==> src/rtl/hpu_cmd_tracker.sv <==
// hpu_cmd_tracker_pkg: system sizing and the command/response payload types
// exchanged between the cluster command stage and the SoC command unit.
package hpu_cmd_tracker_pkg;

  localparam int unsigned NUM_CLUSTERS       = 4;
  localparam int unsigned NUM_CORES          = 8;
  localparam int unsigned NUM_HPU_CMDS       = 4;
  localparam int unsigned NUM_CMD_INTERFACES = 3;

  localparam int unsigned CW      = (NUM_CLUSTERS       > 1) ? $clog2(NUM_CLUSTERS)       : 1;
  localparam int unsigned KW      = (NUM_CORES          > 1) ? $clog2(NUM_CORES)          : 1;
  localparam int unsigned LW      = (NUM_HPU_CMDS       > 1) ? $clog2(NUM_HPU_CMDS)       : 1;
  localparam int unsigned IW      = (NUM_CMD_INTERFACES > 1) ? $clog2(NUM_CMD_INTERFACES) : 1;
  localparam int unsigned DESCR_W = 608;

  typedef logic [DESCR_W-1:0] pspin_cmd_descr_t;

  typedef struct packed {
    logic [CW-1:0] cluster_id;
    logic [KW-1:0] core_id;
    logic [LW-1:0] local_cmd_id;
  } pspin_cmd_id_t;

  typedef struct packed {
    logic [IW-1:0]    intf_id;
    logic [7:0]       cmd_type;
    pspin_cmd_id_t    cmd_id;
    pspin_cmd_descr_t descr;
  } pspin_cmd_req_t;

  typedef struct packed {
    pspin_cmd_id_t cmd_id;
  } pspin_cmd_resp_t;

endpackage

// hpu_cmd_tracker: allocates per-core local command ids, stamps the global
// cmd_id, forwards commands through one registered pipeline stage and retires
// them on completion responses.
// Ports:
//   clk_i, rst_i              clock, synchronous active-high reset
//   cluster_id_i              static id of this cluster
//   req_*                     arbitrated core command (valid/ready), allocated id out
//   cmd_valid_o/ready_i/cmd_o registered downstream command
//   resp_valid_i/resp_i       completion (always accepted)
//   done_o/done_local_id_o    registered one-cycle completion pulse per core
//   core_full_o/inflight_o    per-core full flag and slot bitmap
//   resp_err_o                pulse on a response for a foreign cluster or free slot
module hpu_cmd_tracker
  import hpu_cmd_tracker_pkg::*;
(
  input  logic                               clk_i,
  input  logic                               rst_i,
  input  logic [CW-1:0]                      cluster_id_i,
  input  logic                               req_valid_i,
  output logic                               req_ready_o,
  input  logic [KW-1:0]                      req_core_id_i,
  input  logic [IW-1:0]                      req_intf_id_i,
  input  logic [7:0]                         req_cmd_type_i,
  input  pspin_cmd_descr_t                   req_descr_i,
  output logic [LW-1:0]                      req_local_id_o,
  output logic                               cmd_valid_o,
  input  logic                               cmd_ready_i,
  output pspin_cmd_req_t                     cmd_o,
  input  logic                               resp_valid_i,
  input  pspin_cmd_resp_t                    resp_i,
  output logic [NUM_CORES-1:0]               done_o,
  output logic [LW-1:0]                      done_local_id_o,
  output logic [NUM_CORES-1:0]               core_full_o,
  output logic [NUM_CORES*NUM_HPU_CMDS-1:0]  inflight_o,
  output logic                               resp_err_o
);

  // Slot bitmap, core-major so the flattened index is core*NUM_HPU_CMDS+local.
  logic [NUM_CORES-1:0][NUM_HPU_CMDS-1:0] r_bitmap;
  logic [NUM_CORES-1:0][NUM_HPU_CMDS-1:0] w_bitmap_nxt;

  logic                   r_cmd_valid;
  pspin_cmd_req_t         r_cmd;
  logic [NUM_CORES-1:0]   r_done;
  logic [LW-1:0]          r_done_local_id;
  logic                   r_resp_err;

  logic [NUM_HPU_CMDS-1:0] w_free_vec;
  logic [LW-1:0]           w_alloc_id;
  logic                    w_found;
  logic                    w_accept;
  logic [KW-1:0]           w_resp_core;
  logic [LW-1:0]           w_resp_local;
  logic                    w_resp_hit;
  pspin_cmd_req_t          w_cmd_new;

  // Lowest-index free slot of the requesting core (pre-clear view of the bitmap).
  assign w_free_vec = ~r_bitmap[req_core_id_i];

  always_comb begin
    w_alloc_id = '0;
    w_found    = 1'b0;
    for (int l = 0; l < int'(NUM_HPU_CMDS); l++) begin
      if (w_free_vec[l] && !w_found) begin
        w_alloc_id = LW'(l);
        w_found    = 1'b1;
      end
    end
  end

  // Accept only when a slot is free and the output stage drains this cycle.
  assign req_ready_o    = w_found && (!r_cmd_valid || cmd_ready_i);
  assign req_local_id_o = w_alloc_id;
  assign w_accept       = req_valid_i && req_ready_o;

  // A response retires a slot only if it targets this cluster and the slot is busy.
  assign w_resp_core  = resp_i.cmd_id.core_id;
  assign w_resp_local = resp_i.cmd_id.local_cmd_id;
  assign w_resp_hit   = resp_valid_i
                        && (resp_i.cmd_id.cluster_id == cluster_id_i)
                        && r_bitmap[w_resp_core][w_resp_local];

  // Set and clear never collide: allocation only ever picks a free bit.
  always_comb begin
    w_bitmap_nxt = r_bitmap;
    if (w_accept) begin
      w_bitmap_nxt[req_core_id_i][w_alloc_id] = 1'b1;
    end
    if (w_resp_hit) begin
      w_bitmap_nxt[w_resp_core][w_resp_local] = 1'b0;
    end
  end

  always_comb begin
    w_cmd_new                     = '0;
    w_cmd_new.intf_id             = req_intf_id_i;
    w_cmd_new.cmd_type            = req_cmd_type_i;
    w_cmd_new.cmd_id.cluster_id   = cluster_id_i;
    w_cmd_new.cmd_id.core_id      = req_core_id_i;
    w_cmd_new.cmd_id.local_cmd_id = w_alloc_id;
    w_cmd_new.descr               = req_descr_i;
  end

  // Slot bitmap register.
  always_ff @(posedge clk_i) begin
    if (rst_i) begin
      r_bitmap <= '0;
    end else begin
      r_bitmap <= w_bitmap_nxt;
    end
  end

  // Downstream pipeline stage: load on accept, hold under backpressure.
  always_ff @(posedge clk_i) begin
    if (rst_i) begin
      r_cmd_valid <= 1'b0;
      r_cmd       <= '0;
    end else if (w_accept) begin
      r_cmd_valid <= 1'b1;
      r_cmd       <= w_cmd_new;
    end else if (cmd_ready_i) begin
      r_cmd_valid <= 1'b0;
    end
  end

  // Completion and error pulses, one cycle after the response.
  always_ff @(posedge clk_i) begin
    if (rst_i) begin
      r_done          <= '0;
      r_done_local_id <= '0;
      r_resp_err      <= 1'b0;
    end else begin
      r_done     <= '0;
      r_resp_err <= resp_valid_i && !w_resp_hit;
      if (w_resp_hit) begin
        r_done[w_resp_core] <= 1'b1;
        r_done_local_id     <= w_resp_local;
      end
    end
  end

  always_comb begin
    for (int c = 0; c < int'(NUM_CORES); c++) begin
      core_full_o[c] = &r_bitmap[c];
    end
  end

  assign inflight_o      = r_bitmap;
  assign cmd_valid_o     = r_cmd_valid;
  assign cmd_o           = r_cmd;
  assign done_o          = r_done;
  assign done_local_id_o = r_done_local_id;
  assign resp_err_o      = r_resp_err;

endmodule

==> config.mk <==
export PLATFORM = sky130hd
export DESIGN_NAME = hpu_cmd_tracker
export DESIGN_NICKNAME = d
export VERILOG_FILES = /design/src/rtl/hpu_cmd_tracker.sv
export SDC_FILE = /design/constraint.sdc
export NUM_CORES = 1
export LEC_CHECK = 0
export BUFFER_PORTS_ARGS = -buffer_cell sky130_fd_sc_hd__buf_4
export CAP_MARGIN = 20
export CORE_AREA = 5 5 516 518
export DETAILED_ROUTE_END_ITERATION = 8
export DIE_AREA = 0 0 521 523
export PLACE_DENSITY = 0.3
export SYNTH_ARGS = -nofsm -noshare
export SYNTH_HDL_FRONTEND = slang
export SYNTH_SLANG_ARGS = --single-unit
==> constraint.sdc <==
create_clock -name clk_i -period 2.55 [get_ports clk_i]
set_input_delay 0.255 -clock clk_i [delete_from_list [all_inputs] [get_ports clk_i]]
set_output_delay 0.255 -clock clk_i [all_outputs]
set_load 0.02 [all_outputs]
==> After elaboration in Yosys (flattened, before gate mapping) <==
Index checks and enable logic that the tools add are counted.
{ "word_totals": {"reg_bits": 669, "out_inout_bits": 680, "elab_cells": 87} }
{ "op_classes": {"magnitude_cmp": 8, "eq_ne": 1, "mux": 27, "bitwise_logic": 5, "reduce_logical": 28} }
{ "op_table": {"columns": ["operator", "n"], "rows": [
  ["$mux W32", 2],
  ["$and A32 B32 Y32", 1],
  ["$not A32 Y32", 1],
  ["$or A32 B32 Y32", 1],
  ["$reduce_and A4 Y1", 8],
  ["$bmux W4 S3", 2],
  ["$demux W4 S3", 2],
  ["$mux W4", 4],
  ["$logic_and A1 B1 Y1", 12],
  ["$mux W1", 11],
  ["$lt A3 B4 Y1 const B", 2],
  ["$ge A3 B1 Y1 const B", 2],
  ["$lt A2 B3 Y1 const B", 2],
  ["$logic_not A1 Y1", 5],
  ["$demux W1 S2", 2],
  ["$ge A2 B1 Y1 const B", 2],
  ["$mux W2", 2],
  ["$not A4 Y4", 1],
  ["$demux W1 S3", 1],
  ["$bmux W1 S2", 1],
  ["$eq A2 B2 Y1", 1],
  ["$reduce_bool A2 Y1", 1],
  ["$reduce_or A2 Y1", 1],
  ["$logic_or A1 B1 Y1", 1],
  ["$not A1 Y1", 1]
]} }

==> Depth between registers and ports, before layout <==
{ "logic_depth": {"depth_word": 23, "depth_mapped": 11, "depth_no_buf": 6} }

==> Least setup slack after synthesis <==
OpenSTA, ideal clock, no wires.
{ "synth_path": {"path_type": "input-to-output", "start": "input req_core_id_i[1]", "end": "output req_local_id_o[0]", "t_arrival_ps": 1971, "t_required_ps": 2295, "path_slack_ps": 324, "cell_stages": 8, "cell_sequence": "buf_4 -> buf_2 -> o21ai_0 -> mux4_2 -> buf_2 -> and3_1 -> clkbuf_1 -> or2_2"} }
{ "synth_between": {"elab_chain_len": 13} }
{ "synth_lines": {"columns": ["item", "line_no", "source"], "rows": [
  ["from (decl)", "57", "input logic [KW-1:0] req_core_id_i,"],
  ["$bmux W4 S3 *", "94", "assign w_free_vec = ~r_bitmap[req_core_id_i];"],
  ["$mux W4 (not written as such) *", "94", null],
  ["$not A4 Y4 *", "94", null],
  ["$mux W1", "100", "if (w_free_vec[l] && !w_found) begin"],
  ["$logic_not A1 Y1", "100", null],
  ["$logic_and A1 B1 Y1", "100", null],
  ["$mux W1", "100", null],
  ["$logic_not A1 Y1", "100", null],
  ["$logic_and A1 B1 Y1", "100", null],
  ["$mux W1", "100", null],
  ["$logic_not A1 Y1", "100", null],
  ["$logic_and A1 B1 Y1", "100", null],
  ["$mux W2 *", "100", null],
  ["to (decl)", "61", "output logic [LW-1:0] req_local_id_o,"]
]} }
Mark *: on every way between the ends. The rest lies on a longest branch, timed or not. The select of a mux whose other input is x is not followed.

==> Worst setup path after layout <==
{ "layout_path": {"start": "register r_bitmap (netlist bit inflight_o[12])", "end": "output req_local_id_o[0]"} }
{ "layout_between": {"elab_chain_len": 13} }
{ "layout_lines": {"columns": ["item", "line_no", "source"], "rows": [
  ["from (decl)", "75", "logic [NUM_CORES-1:0][NUM_HPU_CMDS-1:0] r_bitmap;"],
  ["from (signal assigned)", "145", "r_bitmap <= w_bitmap_nxt;"],
  ["$bmux W4 S3 *", "94", null],
  ["$mux W4 (not written as such) *", "94", null],
  ["$not A4 Y4 *", "94", null],
  ["$mux W1 *", "100", null],
  ["$logic_not A1 Y1", "100", null],
  ["$logic_and A1 B1 Y1", "100", null],
  ["$mux W1", "100", null],
  ["$logic_not A1 Y1", "100", null],
  ["$logic_and A1 B1 Y1", "100", null],
  ["$mux W1", "100", null],
  ["$logic_not A1 Y1", "100", null],
  ["$logic_and A1 B1 Y1", "100", null],
  ["$mux W2 *", "100", null]
]} }
Marked as above.

==> impl_metrics.toml <==
[run_status]
status = "finished, violations left"
failed_checks = "negative setup slack"

[synthesis]
yosysSeqAreaShare_pct = 55.9
yosysWarnings = 0
synth_cells = 3004
syn-num-nets = 3639
syn_area_mm2 = 0.0240
syn_area_per_cell_um2 = 7.98
ys_ff_latch = 669
synth.distinct_cells = 44

[placed_design]
place.gp.congestion = 0.869
dp.cells = 7701
io_buffers = 1314
placed_cell_area_mm2 = 0.0390
place_hpwl_mm = 166

[drt]
drtIter0Drc = 1538
drc = 0
drt_wl_total_mm = 206
ant_nets = 0
first_pass_iters = 5
wl_per_cell_um = 23.9
viasPerCell = 3.48
vias = 29961

[flow_run]
maxCapViolCount = 0

[critical_path]
crit_fanout = 6
worst_r2r_path_depth = 13
cp.required_ns = 2.30
reg2reg_from = "inflight_o[17]"
r2r_slack_ns = -0.05
cp-start-kind = "register"
critPathCaptureType = "output pin"
setup.worst_path.class = "register to output pin"
arrival_ns = 2.46
timing.rr.end = "cmd_o[325]"

[sta]
fin_crit_ns = 2.72
whs_ns = 0.150
finalHoldViolCount = 0
fin_ws_ns = -0.169
setup_violations = 142
worst_slew_pin_slew_ns = 0.852
post-route-period-util_pct = 107
finalMaxSlewViolations = 0
fmax_ghz = 0.368
rsz0062_at_grt = "true"
max_slew_margin_pct = 43.2
clock_skew_ns = 0.0658

[die]
io_pins = 1315
coreArea_mm2 = 0.261
dieArea_mm2 = 0.272
num_rows = 188
die_w_um = 521
start_util_pct = 9.18
die_y_um = 523

[final_layout]
finalNonFillerCells = 8620
design_area_mm2 = 0.0506
layout_common_cells = "buf_4 (1,449), nand2_1 (1,213), dfxtp_1 (660)"
mostFrequentLayoutCell = "buf_4"
multi_input_area_mm2 = 0.00989
final_nets = 5708
register_area_mm2 = 0.0134
areaGrowthSynthToFinish_pct = 111
postLayoutCoreUtil_pct = 19.4
fillers = 29384
drive_gt1_share_pct = 36.9

[power]
p_per_area_mw_per_mm2 = 630
sw_frac_of_total_pct = 30.3
leakage_nw = 21.4
internal_power_mw = 22.2
comb_power_share_pct = 19.9
switching_power_mw = 9.66
peakVddDrop_v = 0.000502
clock_power_share_pct = 44.1
power.share.sequential_pct = 35.9

[worst_hold_path]
hp-start = "rst_i"
holdPathEnd = "cmd_o[179]"
holdPathStages = 3
hold_path.class = "input port to register"

[cts]
h-tree-depth = 3
cts_tree = "yes"
numCtsBuffers = 96
clock_path_buffers = 3
cts.reportedPaths.clkPinSlew_ns = 0.06
clkSinkCount = 669
clk_latency_ns = 0.75
cts-root-buf = "clkbuf_16"

[global_routing]
grt_antenna_before_repair = 110
grtUsageTotal_pct = 13.8
grt_max_degree = 71
overflow = 0
grt_pass1_vias = 30056
grt_pass1_wl_mm = 265
[how the worst max path moves through the flow]
stage	slack, ns	depth (start not counted)	from	endpoint
6_report	-0.17	5	inflight_o[12]	req_local_id_o[0]
5_1_grt	-0.29	7	inflight_o[14]	req_local_id_o[0]
4_1_cts	-0.28	7	inflight_o[14]	req_local_id_o[0]
3_5_place_dp	-0.09	8	inflight_o[11]	cmd_o[458]
3_3_place_gp	-0.09	8	inflight_o[11]	cmd_o[419]
2_1_floorplan	0.32	8	req_core_id_i[1]	req_local_id_o[0]
[synth_stat cells, drive strengths merged]
master	count	share of area [%]
mux2	3	0.14
o21bai	1	0.031
nand2	1264	20
clkbuf	107	1.7
buf	124	3.3
mux4	8	0.75
nor4	3	0.078
a222oi	1	0.042
and2	4	0.10
nor2	31	0.49
o21a	1	0.031
a21oi	653	14
a221oi	10	0.37
or2	7	0.18
a32o	4	0.17
nand2b	9	0.23
nand3	5	0.10
dfxtp	669	56
o21ai	5	0.10
a311oi	13	0.48
and4	4	0.15
a41oi	1	0.068
and3	2	0.052
o41a	1	0.047
a211oi	14	0.44
xnor2	2	0.073
nor2b	5	0.13
o221ai	1	0.037
nor3b	2	0.063
a21o	1	0.031
o311ai	1	0.037
o22ai	2	0.052
a31oi	9	0.23
nor3	17	0.35
mux2i	8	0.39
o2111a	1	0.047
a21boi	1	0.031
a41o	1	0.042
inv	9	0.14
[power by group through the flow]
stage	registers [mW]	clock network, mW	logic, mW
after floorplan	12.3	0	1.29
final	11.4	14.1	6.35
after detailed placement	11.7	0	5.13
after CTS	11.4	14.8	6.09
after global routing	11.5	15.1	6.78
after global placement	11.7	0	5.13
[per-stage QoR]
step / setup TNS [ns] / setup slack (ns) / total power, mW
floorplan: 0 / 0.324 / 13.6
global placement: -7.91 / -0.0852 / 16.8
detailed placement: -7.79 / -0.0895 / 16.8
CTS: -0.766 / -0.281 / 32.3
global route: -21.77 / -0.290 / 33.4
finish: -3.04 / -0.169 / 31.9
[state kept, by name (all words and copies together), names as in the netlist]
register	flops
cmd_o	625
cmd_valid_o	1
done_local_id_o	2
done_o	8
inflight_o	32
resp_err_o	1
[critical path: stages, from the launching register on]
cell	delay, ns
dfxtp_1	0.34
buf_4	0.19
a32o_1	0.26
mux4_2	0.50
or2_4	0.29
buf_6	0.14
[what timing repair did]
item / CTS / global route
setup buffers: 16 / 22
endpoints found under the setup margin: 430 / 119
pin swaps: 5 / 25
hold buffers: 628 / 1
endpoints found under the hold margin: 645 / 1
gates cloned: 0 / 28
resized for setup: 34 / 206
[cell type report]
| cell class | instances | share of cell area (%) |
|---|---|---|
| clock inverters | 34 | 0.876 |
| clock buffers | 144 | 5.60 |
| inverters | 9 | 0.0668 |
| diodes | 47 | 0.233 |
| repair buffers | 2202 | 38.6 |
| flip-flops and latches | 669 | 26.6 |
| multi-input cells | 2095 | 19.6 |
| well taps | 3420 | 8.46 |
[metal layers]
layer	track usage [%]	up-vias	share of wire, %
li1	-	14094	-
met1	18.1	14390	45
met2	22.6	1189	46
met3	4.19	250	7.1
met4	2.65	38	1.9
met5	0	-	0.12
[cells by family after synthesis]
logic type                Yosys count  share of synthesized area (%)
AOI/OAI and AO/OA                 721                           15.9
muxes                              19                           1.28
DFF                               669                           55.9
xor gates and xnor gates            2                         0.0731
buffers and inverters             240                           5.10
and+or+nand+nor                  1353                           21.7
No activity file was read; power rests on OpenSTA's default activity.
